--- config.mk ---
export PLATFORM = sky130hd
export DESIGN_NAME = num2ascii_stream_flat
export DESIGN_NICKNAME = d
export VERILOG_FILES = /design/src/rtl/num2ascii_stream_if.sv /design/src/rtl/num2ascii_stream.sv /design/src/flat_wrapper.sv
export SDC_FILE = /design/constraint.sdc
export NUM_CORES = 1
export LEC_CHECK = 0
export ABC_AREA = 1
export CAP_MARGIN = 20
export CELL_PAD_IN_SITES_DETAIL_PLACEMENT = 0
export CELL_PAD_IN_SITES_GLOBAL_PLACEMENT = 2
export CORE_ASPECT_RATIO = 1.25
export CORE_UTILIZATION = 38
export DETAILED_ROUTE_END_ITERATION = 8
export DONT_BUFFER_PORTS = 1
export GPL_TIMING_DRIVEN = 0
export PLACE_DENSITY_LB_ADDON = 0.1
export SYNTH_ARGS = -nofsm -noshare
export SYNTH_HDL_FRONTEND = slang
export SYNTH_SLANG_ARGS = --single-unit
--- constraint.sdc ---
create_clock -name CLK -period 2.6 [get_ports CLK]
set_input_delay 0.52 -clock CLK [delete_from_list [all_inputs] [get_ports CLK]]
set_output_delay 0.52 -clock CLK [all_outputs]
set_load 0.005 [all_outputs]
--- src/rtl/num2ascii_stream_if.sv ---
// Request/character-stream bundle between a number source, the converter and the LCD writer.
interface num2ascii_stream_if #(
  parameter int unsigned BIN_W = 32
);
  logic             start;
  logic [BIN_W-1:0] bin;
  logic             busy;
  logic [7:0]       char_o;
  logic             valid_o;
  logic             ready_i;
  logic             last_o;

  modport master (
    output start, bin, ready_i,
    input  busy, char_o, valid_o, last_o
  );

  modport slave (
    input  start, bin, ready_i,
    output busy, char_o, valid_o, last_o
  );
endinterface

--- src/rtl/num2ascii_stream.sv ---
// Binary word to decimal ASCII string: sequential double-dabble, then MSD-first
// character emission on a valid/ready stream with optional zero blanking and sign.
module num2ascii_stream #(
  parameter int unsigned BIN_W      = 32,
  parameter int unsigned DIGITS     = 10,
  parameter int unsigned ZERO_BLANK = 1,
  parameter logic [7:0]  PAD_CHAR   = 8'h20,
  parameter int unsigned SIGNED     = 0
) (
  input logic               CLK,
  input logic               RST,
  num2ascii_stream_if.slave bus
);

  localparam int unsigned N     = DIGITS + SIGNED;
  localparam int unsigned IDX_W = (N > 1) ? $clog2(N) : 1;
  localparam int unsigned CNT_W = $clog2(BIN_W);

  typedef enum logic [1:0] {StIdle, StConv, StEmit} state_e;

  state_e              state_q, state_d;
  logic [BIN_W-1:0]    shreg_q, shreg_d;
  logic [4*DIGITS-1:0] bcd_q, bcd_d, bcd_adj;
  logic                neg_q, neg_d;
  logic [CNT_W-1:0]    cnt_q, cnt_d;
  logic [IDX_W-1:0]    idx_q, idx_d, dsel;
  logic                conv_done, is_last, accept;
  logic [DIGITS-1:0]   lead_zero;
  logic                zero_run, blank;
  logic [3:0]          nib;

  assign conv_done = (cnt_q == CNT_W'(BIN_W - 1));
  assign is_last   = (idx_q == IDX_W'(N - 1));
  assign accept    = (state_q == StEmit) && bus.ready_i;

  always_ff @(posedge CLK or negedge RST) begin
    if (!RST) state_q <= StIdle;
    else      state_q <= state_d;
  end

  always_comb begin
    state_d = state_q;
    unique case (state_q)
      StIdle:  if (bus.start)         state_d = StConv;
      StConv:  if (conv_done)         state_d = StEmit;
      StEmit:  if (accept && is_last) state_d = StIdle;
      default:                        state_d = StIdle;
    endcase
  end

  // Datapath: magnitude capture, one double-dabble step per cycle, char index.
  always_comb begin
    shreg_d = shreg_q;
    bcd_d   = bcd_q;
    neg_d   = neg_q;
    cnt_d   = cnt_q;
    idx_d   = idx_q;
    bcd_adj = bcd_q;
    for (int k = 0; k < int'(DIGITS); k++) begin
      if (bcd_q[4*k +: 4] >= 4'd5) bcd_adj[4*k +: 4] = bcd_q[4*k +: 4] + 4'd3;
    end
    unique case (state_q)
      StIdle: begin
        if (bus.start) begin
          neg_d   = (SIGNED != 0) && bus.bin[BIN_W-1];
          shreg_d = neg_d ? (~bus.bin + BIN_W'(1)) : bus.bin;
          bcd_d   = '0;
          cnt_d   = '0;
          idx_d   = '0;
        end
      end
      StConv: begin
        {bcd_d, shreg_d} = {bcd_adj, shreg_q} << 1;
        cnt_d            = cnt_q + CNT_W'(1);
      end
      StEmit: if (accept) idx_d = idx_q + IDX_W'(1);
      default: ;
    endcase
  end

  always_ff @(posedge CLK or negedge RST) begin
    if (!RST) begin
      shreg_q <= '0;
      bcd_q   <= '0;
      neg_q   <= 1'b0;
      cnt_q   <= '0;
      idx_q   <= '0;
    end else begin
      shreg_q <= shreg_d;
      bcd_q   <= bcd_d;
      neg_q   <= neg_d;
      cnt_q   <= cnt_d;
      idx_q   <= idx_d;
    end
  end

  always_comb begin
    // lead_zero[k]: digit k (0 = most significant) and all above it are zero.
    zero_run  = 1'b1;
    lead_zero = '0;
    for (int k = 0; k < int'(DIGITS); k++) begin
      zero_run     = zero_run && (bcd_q[4*(int'(DIGITS)-1-k) +: 4] == 4'd0);
      lead_zero[k] = zero_run;
    end
    dsel  = idx_q - IDX_W'(SIGNED);
    nib   = 4'd0;
    blank = 1'b0;
    for (int k = 0; k < int'(DIGITS); k++) begin
      if (dsel == IDX_W'(k)) begin
        nib   = bcd_q[4*(int'(DIGITS)-1-k) +: 4];
        blank = lead_zero[k] && (k != int'(DIGITS) - 1);
      end
    end
    bus.busy    = (state_q != StIdle);
    bus.valid_o = (state_q == StEmit);
    bus.last_o  = bus.valid_o && is_last;
    bus.char_o  = 8'h00;
    if (bus.valid_o) begin
      if ((SIGNED != 0) && (idx_q == '0)) bus.char_o = neg_q ? 8'h2D : PAD_CHAR;
      else if ((ZERO_BLANK != 0) && blank) bus.char_o = PAD_CHAR;
      else                                 bus.char_o = 8'h30 + {4'h0, nib};
    end
  end

endmodule

--- src/flat_wrapper.sv ---
// flat-port wrapper written by rule: the top's interface ports become plain ports
module num2ascii_stream_flat 
#(
  parameter int unsigned BIN_W      = 32,
  parameter int unsigned DIGITS     = 10,
  parameter int unsigned ZERO_BLANK = 1,
  parameter logic [7:0]  PAD_CHAR   = 8'h20,
  parameter int unsigned SIGNED     = 0
)
  (CLK, RST, bus_start, bus_bin, bus_ready_i, bus_busy, bus_char_o, bus_valid_o, bus_last_o);
  num2ascii_stream_if #(.BIN_W(BIN_W)) bus_i ();
  input logic CLK;
  input logic RST;
  input wire logic [$bits(bus_i.start)-1:0] bus_start;
  input wire logic [$bits(bus_i.bin)-1:0] bus_bin;
  input wire logic [$bits(bus_i.ready_i)-1:0] bus_ready_i;
  output wire logic [$bits(bus_i.busy)-1:0] bus_busy;
  output wire logic [$bits(bus_i.char_o)-1:0] bus_char_o;
  output wire logic [$bits(bus_i.valid_o)-1:0] bus_valid_o;
  output wire logic [$bits(bus_i.last_o)-1:0] bus_last_o;
  assign bus_i.start = bus_start;
  assign bus_i.bin = bus_bin;
  assign bus_i.ready_i = bus_ready_i;
  assign bus_busy = bus_i.busy;
  assign bus_char_o = bus_i.char_o;
  assign bus_valid_o = bus_i.valid_o;
  assign bus_last_o = bus_i.last_o;
  num2ascii_stream #(.BIN_W(BIN_W), .DIGITS(DIGITS), .ZERO_BLANK(ZERO_BLANK), .PAD_CHAR(PAD_CHAR), .SIGNED(SIGNED)) u_core (.CLK(CLK), .RST(RST), .bus(bus_i));
endmodule
## After elaboration in Yosys (flattened, before gate mapping)

Index checks and enable logic that the tools add are counted.

- Add/sub/neg operators: 13
- Reduce and logical (&&, ||, !) cells: 28
- Muxes and demuxes: 45
- Equality and inequality tests: 16
- $lt $le $gt $ge: 10

Operator list:

| cell | count |
|---|---|
| $mux 4 | 21 |
| $pmux 40 s2 | 1 |
| $pmux 32 s2 | 1 |
| $ge 4x3->1 const B | 10 |
| $logic_not 4->1 | 10 |
| $mux 40 | 1 |
| $add 4x2->4 const B | 9 |
| $mux 32 | 1 |
| $eq 4x3->1 const B | 4 |
| $mux 8 | 2 |
| $logic_and 1x1->1 | 11 |
| $mux 1 | 10 |
| $pmux 5 s2 | 1 |
| $eq 4x2->1 const B | 2 |
| $eq 4x4->1 const B | 2 |
| $pmux 4 s2 | 1 |
| $add 6x4->7 const A | 1 |
| $mux 2 | 3 |
| $ne 2x1->1 const B | 3 |
| $pmux 2 s3 | 1 |
| $reduce_and 3->1 | 2 |
| $reduce_bool 2->1 | 3 |
| $add 5x1->5 const B | 1 |
| $eq 5x5->1 const B | 1 |
| 10 further kinds | 10 |

- Flip-flop bits (word level): 83
- Logic and storage cells: 117

## Logic depth before layout (Yosys ltp)

Gate-level depths: netlist (run 1).

- Word-level depth: 14
- Gate-level depth with buffers: 19
- Mapped depth without buffers: 19

## Worst setup path after synthesis (run 1)

OpenSTA, ideal clock, no wires.

- Path kind: flip-flop to output port
- From: reg u_core.bcd_q[36]
- To: out bus_char_o[0]
- Setup slack: 0.457 ns
- Cell stages (with the launch flop): 16
- Required time: 2.080 ns
- Path buffers: 0
- Arrival time: 1.623 ns
- Path through: dfrtp_1 -> inv_1 -> ha_1 -> nand3_1 -> nor2_2 -> nand4_1 -> nor2_1 -> nand2_1 -> o21ai_1 -> inv_1 -> nand2_1 -> nand2_1 -> nand2_1 -> nand2_1 -> nand2_2 -> nor2_1

- Longest elaborated chain between the ends: 13

Ends and longest elaborated chain:

| element | line | RTL |
|---|---|---|
| start, declared | num2ascii_stream.sv:23 | `logic [4*DIGITS-1:0] bcd_q, bcd_d, bcd_adj;` |
| start signal, assigned | num2ascii_stream.sv:84 | `bcd_q <= '0;` |
| start signal, assigned | num2ascii_stream.sv:90 | `bcd_q <= bcd_d;` |
| $mux 4 / $logic_not 4->1 (equally long branches) | num2ascii_stream.sv:109, num2ascii_stream.sv:102 |  |
| $mux 4 (tied with other cells) (8 in series) | num2ascii_stream.sv:109 | `if (dsel == IDX_W'(k)) begin` |
| $mux 4 / $mux 1 (equally long branches) | num2ascii_stream.sv:109 |  |
| $add 6x4->7 / $mux 1 (equally long branches) | num2ascii_stream.sv:121, num2ascii_stream.sv:109 |  |
| $mux 8 (*) | num2ascii_stream.sv:120 | `else if ((ZERO_BLANK != 0) && blank) bus.char_o = PAD_CHAR;` |
| $mux 8 (*) | num2ascii_stream.sv:118 | `if (bus.valid_o) begin` |
| end, declared | flat_wrapper.sv:18 | `output wire logic [$bits(bus_i.char_o)-1:0] bus_char_o;` |

Mark *: on every way between the ends. The rest lies on a longest branch, timed or not.

## Worst setup path in the final report (run 1)

- From: reg u_core.bcd_q[36]
- To: out bus_char_o[1]

The elaborated chain is that of the path after synthesis.

==> results.tsv, run 1 <==
metric	value	unit
status	finished with violations	
violations	setup timing	
ctsRootBufferMaster	sky130_fd_sc_hd__clkbuf_16	
yosysWarningCount	0	
n_antenna_cell	0	
timing.critical_path.from_type	flip-flop	
setup_viol	5	
synth.top_cells.by_area	sky130_fd_sc_hd__dfrtp_1 41%, sky130_fd_sc_hd__nand2_1 12%, sky130_fd_sc_hd__ha_1 8.7%	
routedLengthMet1	5960	µm
hold_viol	0	
dr.first_iter.drc_count	219	
worst_pin_slew	0.808	ns
routed_len_inst	15.5	µm
critical_path.reg2reg.endpoint	u_core.bcd_q[37]	
met2_wirelength	6740	µm
max_cap_violations	0	
drt-total-wl	13400	µm
worstSetupEndpointType	output port	
ys_async_sr_fraction	100	%
finish.net_count	759	
area_share_of_the_leading_cell_type_in_the_synthesized_netlist	41.4	%
total_switching_power	0.00325	W
period_minus_slack	2.69	ns
synthesis.area	5020	µm²
worstPathCellList	inv_2 -> ha_4 -> nand3_2 -> nor2_4 -> nand4_1 -> nor2_2 -> nand2_2 -> nor2_1 -> nand3_1 -> a21oi_2 -> nand2_2 -> nand2_4 -> nor2_2	
highest_metal_layer_used_by_the_detailed_router	met4	
grt_setup_unrepaired	true	
placedInstanceArea	5230	µm²
clock_power_share	18.2	%
dpl.cell_count	820	
io_pins	47	
grt_pass1_vias	4555	
min_path_type	in2async	
timing.final.max_slew_violations	0	
gate_count_after_technology_mapping	651	
synth_edf_count	0	
route.antenna.remaining_nets	0	
worst_path_dominant_cell_family	simple AND/OR/NAND/NOR gates	
postSynth.topFlopCell	sky130_fd_sc_hd__dfrtp_1	
grt_max_degree	84	
total_power	0.00739	W
drc_violations_left	0	
p_per_area	1240	nW/µm²
detail_route.vias_per_cell	5.12	
regToRegSetupSlack	0.50	ns
slew_headroom	46.1	%
clk_pin_slew_worst_paths	0.07	ns
worst-endpoint-required	2.08	ns
worst_slack	-0.0884	ns
areaGrowthSynthToFinish	19.1	%
dp_worst_setup_slack	-0.0885	ns
grt_first_pass_wirelength	22500	µm
grt_usage	21.0	%
final_area	5980	µm²
clock-skew-final	0.00489	ns
placement_rows	46	
critPathBufInv	1	
synth.distinct_cells	32	
critical_path_cell_with_the_highest_stage_delay	sky130_fd_sc_hd__dfrtp_1	
p_int	0.00414	W
final_cell_mix	163 x sky130_fd_sc_hd__nand2_1, 79 x sky130_fd_sc_hd__dfrtp_1, 71 x sky130_fd_sc_hd__inv_1	
r2r_cells	6	
floorplan.die_area	13700	µm²
die_h	131	µm
initial_utilization	39.3	%
vias	4411	
cts_inserted_buffers	9	
max_clock_freq	0.372	GHz
worstPathArrival	2.17	ns
place.port_buffers	0	
drt_pass1_iterations	4	
synth.ff_latch_count	83	
cts-htree-levels	3	
detailed_place_hpwl	9500	µm
layoutNonFillerInstCount	861	
cts_tree	built	
crit_path_max_fo	3	
share_of_final_layout_standard_cells_stronger_than_drive_strength_1	16.5	%
crit_type	reg2out	
mostFrequentLayoutCell	sky130_fd_sc_hd__nand2_1	
leading_area_contributor_after_synthesis	sky130_fd_sc_hd__dfrtp_1	
period_share	103	%
clock_path_buffers	2	
gp_congestion	0.804	
hold-worst-slack	0.0629	ns
pwr-share-comb	50.2	%
post_synth.cell_area_avg	7.71	µm²
switching_share	44.0	%
rr_startpoint	u_core.state_q[1]	
power.leakage	2.81	nW
detailroute.wirelength.met3	350	µm
crit_path_max_incr_delay	0.39	ns
core_area	12800	µm²
clock-sinks	83	
power.share.sequential	31.6	%
yosysSeqAreaShare	41.4	%
clock_insertion_delay_worst_skew	0.33	ns
worst_ir_drop_vdd	0.430	mV
grt_antenna_before_repair	0	
die_width	105	µm
globalRouteOverflowTotal	0	
power by group through the flow:
| stage | logic (W) | clock network (W) | registers, W |
|---|---|---|---|
| detailed placement | 0.00331 | 0 | 0.00237 |
| CTS | 0.00369 | 0.00139 | 0.00234 |
| global placement | 0.00327 | 0 | 0.00235 |
| global route | 0.00428 | 0.00144 | 0.00242 |
| floorplan | 0.00252 | 0 | 0.00224 |
| finish | 0.00371 | 0.00134 | 0.00234 |
kinds of logic after synthesis:
kind of cell / after synthesis / synth area share, %
buf+inv: 113 / 8.67
other cells: 1 / 0.0747
xor+xnor: 14 / 2.44
fa+ha+maj: 35 / 8.72
flops: 83 / 41.4
compound gates: 137 / 16.3
simple gates: 268 / 22.4
flip-flops by register name, indices dropped and copies added, names as in the netlist:
register	flops
u_core.state_q	2
u_core.shreg_q	32
u_core.cnt_q	5
u_core.bcd_q	40
u_core.idx_q	4
how the worst max path moves through the flow:
| stage | from | endpoint | slack [ns] | depth (start not counted) |
|---|---|---|---|---|
| after detailed placement | u_core.idx_q[1] | bus_char_o[1] | -0.09 | 13 |
| after global routing | u_core.idx_q[1] | bus_char_o[1] | -0.24 | 19 |
| final | u_core.bcd_q[36] | bus_char_o[1] | -0.09 | 13 |
| after floorplan | u_core.bcd_q[36] | bus_char_o[0] | 0.46 | 15 |
| after CTS | u_core.bcd_q[36] | bus_char_o[0] | -0.15 | 13 |
| after global placement | u_core.idx_q[1] | bus_char_o[1] | -0.09 | 13 |
synthesized netlist by cell type, drive strengths merged, types with 2 or more instances:
cell,count
nand2,171
inv,93
dfrtp,83
o21ai,63
nor2,49
nand3,36
ha,35
o22ai,20
clkbuf,17
a21oi,15
a22oi,15
xor2,14
o211ai,12
nand4,6
o32ai,4
buf,3
o311ai,3
a22o,2
nor3,2
or2,2
per-layer routing:
metal,global-route usage [%],vias to the layer above
li1,-,2208
met1,25.2,2105
met2,38.7,79
met3,2.78,19
met4,7.29,0
met5,0,-
what timing repair did:
item | 4_1_cts | 5_1_grt
hold endpoints to repair | 83 | 0
cloned | 0 | 0
hold buffers | 1 | 0
pin swaps | 29 | 24
buffers inserted | 22 | 2
endpoints found under the setup margin | 5 | 5
gates resized for setup | 46 | 27
final cells by class:
cell class / count / area (µm²)
tap: 168 / 210
fill: 1329 / 6800
timing repair buffer: 25 / 211
buffer: 20 / 86.3
clock buffer: 10 / 239
clock inverter: 6 / 72.6
sequential: 83 / 2080
multi-input combinational: 456 / 2720
inverter: 93 / 359
metrics by stage:
step                util [%]  TNS, ns
CTS                     45.9   -0.600
floorplan                  -        0
detailed placement      41.0  -0.0955
global placement        41.0  -0.0927
finish                  46.8   -0.407
global route            46.8    -1.21
(Power assumes the default switching activity.)
==> inputs of run 2 (changes only) <==
Settings changed: CORE_UTILIZATION 38 to 39, CTS_BUF_LIST set to sky130_fd_sc_hd__clkbuf_8, CTS_CLUSTER_SIZE set to 24.
==> results.tsv, run 2 (same netlist as run 1, synthesis figures left out) <==
metric	value	unit	change
finish.net_count	760		+0.13%
die_h	129	µm	-1.3%
r2r_cells	5		-1
clock_path_buffers	2		unchanged
placement_rows	46		unchanged
grt_max_degree	84		unchanged
clock-skew-final	0.00979	ns	+0.00491 ns
ctsRootBufferMaster	sky130_fd_sc_hd__clkbuf_8		
max_cap_violations	0		unchanged
globalRouteOverflowTotal	0		unchanged
n_antenna_cell	0		unchanged
highest_metal_layer_used_by_the_detailed_router	met4		
largest_register_ffs	40		unchanged
crit_type	reg2out		
detailroute.wirelength.met3	470	µm	+34%
worst_ir_drop_vdd	0.454	mV	+5.6%
power.leakage	2.73	nW	-2.8%
drc_violations_left	0		unchanged
clock_power_share	12.2	%	-6.0 points
routed_len_inst	15.2	µm	-2.0%
route.antenna.remaining_nets	0		unchanged
met2_wirelength	6600	µm	-2.2%
setup_viol	5		unchanged
grt_pass1_vias	4418		-3.0%
dr.first_iter.drc_count	206		-5.9%
grt_setup_unrepaired	true		
drt-total-wl	13100	µm	-2.0%
die_width	103	µm	-1.3%
grt_first_pass_wirelength	21500	µm	-4.3%
initial_utilization	39.8	%	+0.54 points
power.share.sequential	33.8	%	+2.2 points
clock_insertion_delay_worst_skew	0.36	ns	+0.03 ns
worst_slack	-0.164	ns	-0.0755 ns
worst-endpoint-required	2.08	ns	about the same
areaGrowthSynthToFinish	16.2	%	
vias	4375		-0.82%
detail_route.vias_per_cell	5.08		-0.82%
period_share	106	%	+2.9 points
min_path_type	in2async		
share_of_final_layout_standard_cells_stronger_than_drive_strength_1	15.4	%	-1.0 points
grt_antenna_before_repair	0		unchanged
hold_viol	0		unchanged
timing.critical_path.from_type	flip-flop		
io_pins	47		unchanged
worstSetupEndpointType	output port		
grt_usage	21.3	%	+0.31 points
routedLengthMet1	5690	µm	-4.5%
p_int	0.00371	W	-10%
place.port_buffers	0		unchanged
crit_path_max_fo	6		+3
violations	setup timing		
max_clock_freq	0.362	GHz	-2.7%
detailed_place_hpwl	9360	µm	-1.5%
placedInstanceArea	5230	µm²	unchanged
mostFrequentLayoutCell	sky130_fd_sc_hd__nand2_1		
clk_pin_slew_worst_paths	0.09	ns	+0.02 ns
pwr-share-comb	54.0	%	+3.8 points
timing.final.max_slew_violations	0		unchanged
cts_inserted_buffers	9		unchanged
total_power	0.00690	W	-6.7%
cts_tree	built		
reg_with_most_ffs	u_core.bcd_q		
floorplan.die_area	13300	µm²	-2.5%
p_per_area	1180	nW/µm²	-4.3%
cts-htree-levels	3		unchanged
status	finished with violations		
total_switching_power	0.00318	W	-2.1%
core_area	12600	µm²	-1.4%
final.setup.tns	-0.611	ns	-0.204 ns
dpl.cell_count	820		unchanged
clock-sinks	83		unchanged
largest_registers	u_core.bcd_q x40, u_core.shreg_q x32, u_core.cnt_q x5		
worst_pin_slew	0.783	ns	-0.0252 ns
final_cell_mix	164 x sky130_fd_sc_hd__nand2_1, 80 x sky130_fd_sc_hd__dfrtp_1, 71 x sky130_fd_sc_hd__inv_1		
worstPathArrival	2.24	ns	+0.07 ns
gp_congestion	0.784		-2.5%
slew_headroom	47.8	%	+1.7 points
switching_share	46.2	%	+2.1 points
period_minus_slack	2.76	ns	+0.0755 ns
dp_worst_setup_slack	-0.100	ns	-0.0117 ns
final_area	5830	µm²	-2.5%
layoutNonFillerInstCount	861		unchanged
drt_pass1_iterations	4		unchanged
-- run 2: cell count changes in the layout (fill, tap and decap cells not counted), sizes merged --
cell      previous run  this run
buf                 28        29
bufinv               1         0
clkbuf              27        26
clkinvlp             0         1
-- run 2: power by group through the flow --
stage | registers (W) | logic [W] | clock network, W
after floorplan | 0.00224 | 0.00252 | 0
after global placement | 0.00235 | 0.00326 | 0
after detailed placement | 0.00236 | 0.00331 | 0
after CTS | 0.00233 | 0.00369 | 0.000876
after global routing | 0.00240 | 0.00430 | 0.000914
final | 0.00233 | 0.00373 | 0.000841
-- run 2: cell type report --
| type | count | area, µm² |
|---|---|---|
| Tap cell | 168 | 210 |
| Buffer | 20 | 86.3 |
| Timing Repair Buffer | 26 | 219 |
| Multi-Input combinational cell | 456 | 2720 |
| Inverter | 93 | 357 |
| Clock inverter | 6 | 40.0 |
| Fill cell | 1313 | 6770 |
| Sequential cell | 83 | 2080 |
| Clock buffer | 9 | 124 |
-- run 2: timing repair --
item                                    in CTS  in global routing
pin swaps                                   19                  9
endpoints found under the setup margin       6                  5
hold endpoints to repair                    83                  0
buffers inserted                            20                  5
gates resized for setup                     47                 21
hold buffers                                 1                  0
-- run 2: path summary, 6_finish.rpt --
path                                     from                  to  slack (ns)
setup / recovery              u_core.idx_q[0]       bus_char_o[1]       -0.16
hold / removal                            RST    u_core.bcd_q[28]        0.05
setup reg to reg            u_core.state_q[1]     u_core.bcd_q[4]        0.56
hold reg to reg            u_core.shreg_q[22]  u_core.shreg_q[22]        0.49
max in group asynchronous                 RST     u_core.bcd_q[9]        2.19
min in group CLK                   bus_bin[6]   u_core.shreg_q[6]        0.28
-- run 2: per-layer routing --
layer | vias to the layer above | global-route usage (%)
met5 | - | 0
met4 | 0 | 7.79
met3 | 22 | 3.26
met2 | 83 | 37.0
met1 | 2057 | 26.4
li1 | 2213 | -
-- run 2: per-stage QoR --
stage	hold slack, ns	utilization [%]
6_report	0.0536	46.3
2_1_floorplan	0.224	-
3_5_place_dp	0.228	41.5
3_3_place_gp	0.227	41.5
5_1_grt	0.0822	46.3
4_1_cts	0.0737	45.3
-- run 2: worst max-delay path: stages, from the launching register on --
cell	delay [ns]
sky130_fd_sc_hd__dfrtp_2	0.49
sky130_fd_sc_hd__inv_4	0.11
sky130_fd_sc_hd__ha_4	0.13
sky130_fd_sc_hd__inv_2	0.04
sky130_fd_sc_hd__nor2_4	0.19
sky130_fd_sc_hd__buf_4	0.14
sky130_fd_sc_hd__nor2_1	0.04
sky130_fd_sc_hd__o21bai_2	0.17
sky130_fd_sc_hd__nand2_1	0.09
sky130_fd_sc_hd__nand3_1	0.08
sky130_fd_sc_hd__nand3_1	0.09
sky130_fd_sc_hd__nand3b_1	0.14
sky130_fd_sc_hd__nand2_2	0.08
sky130_fd_sc_hd__nor2_4	0.11
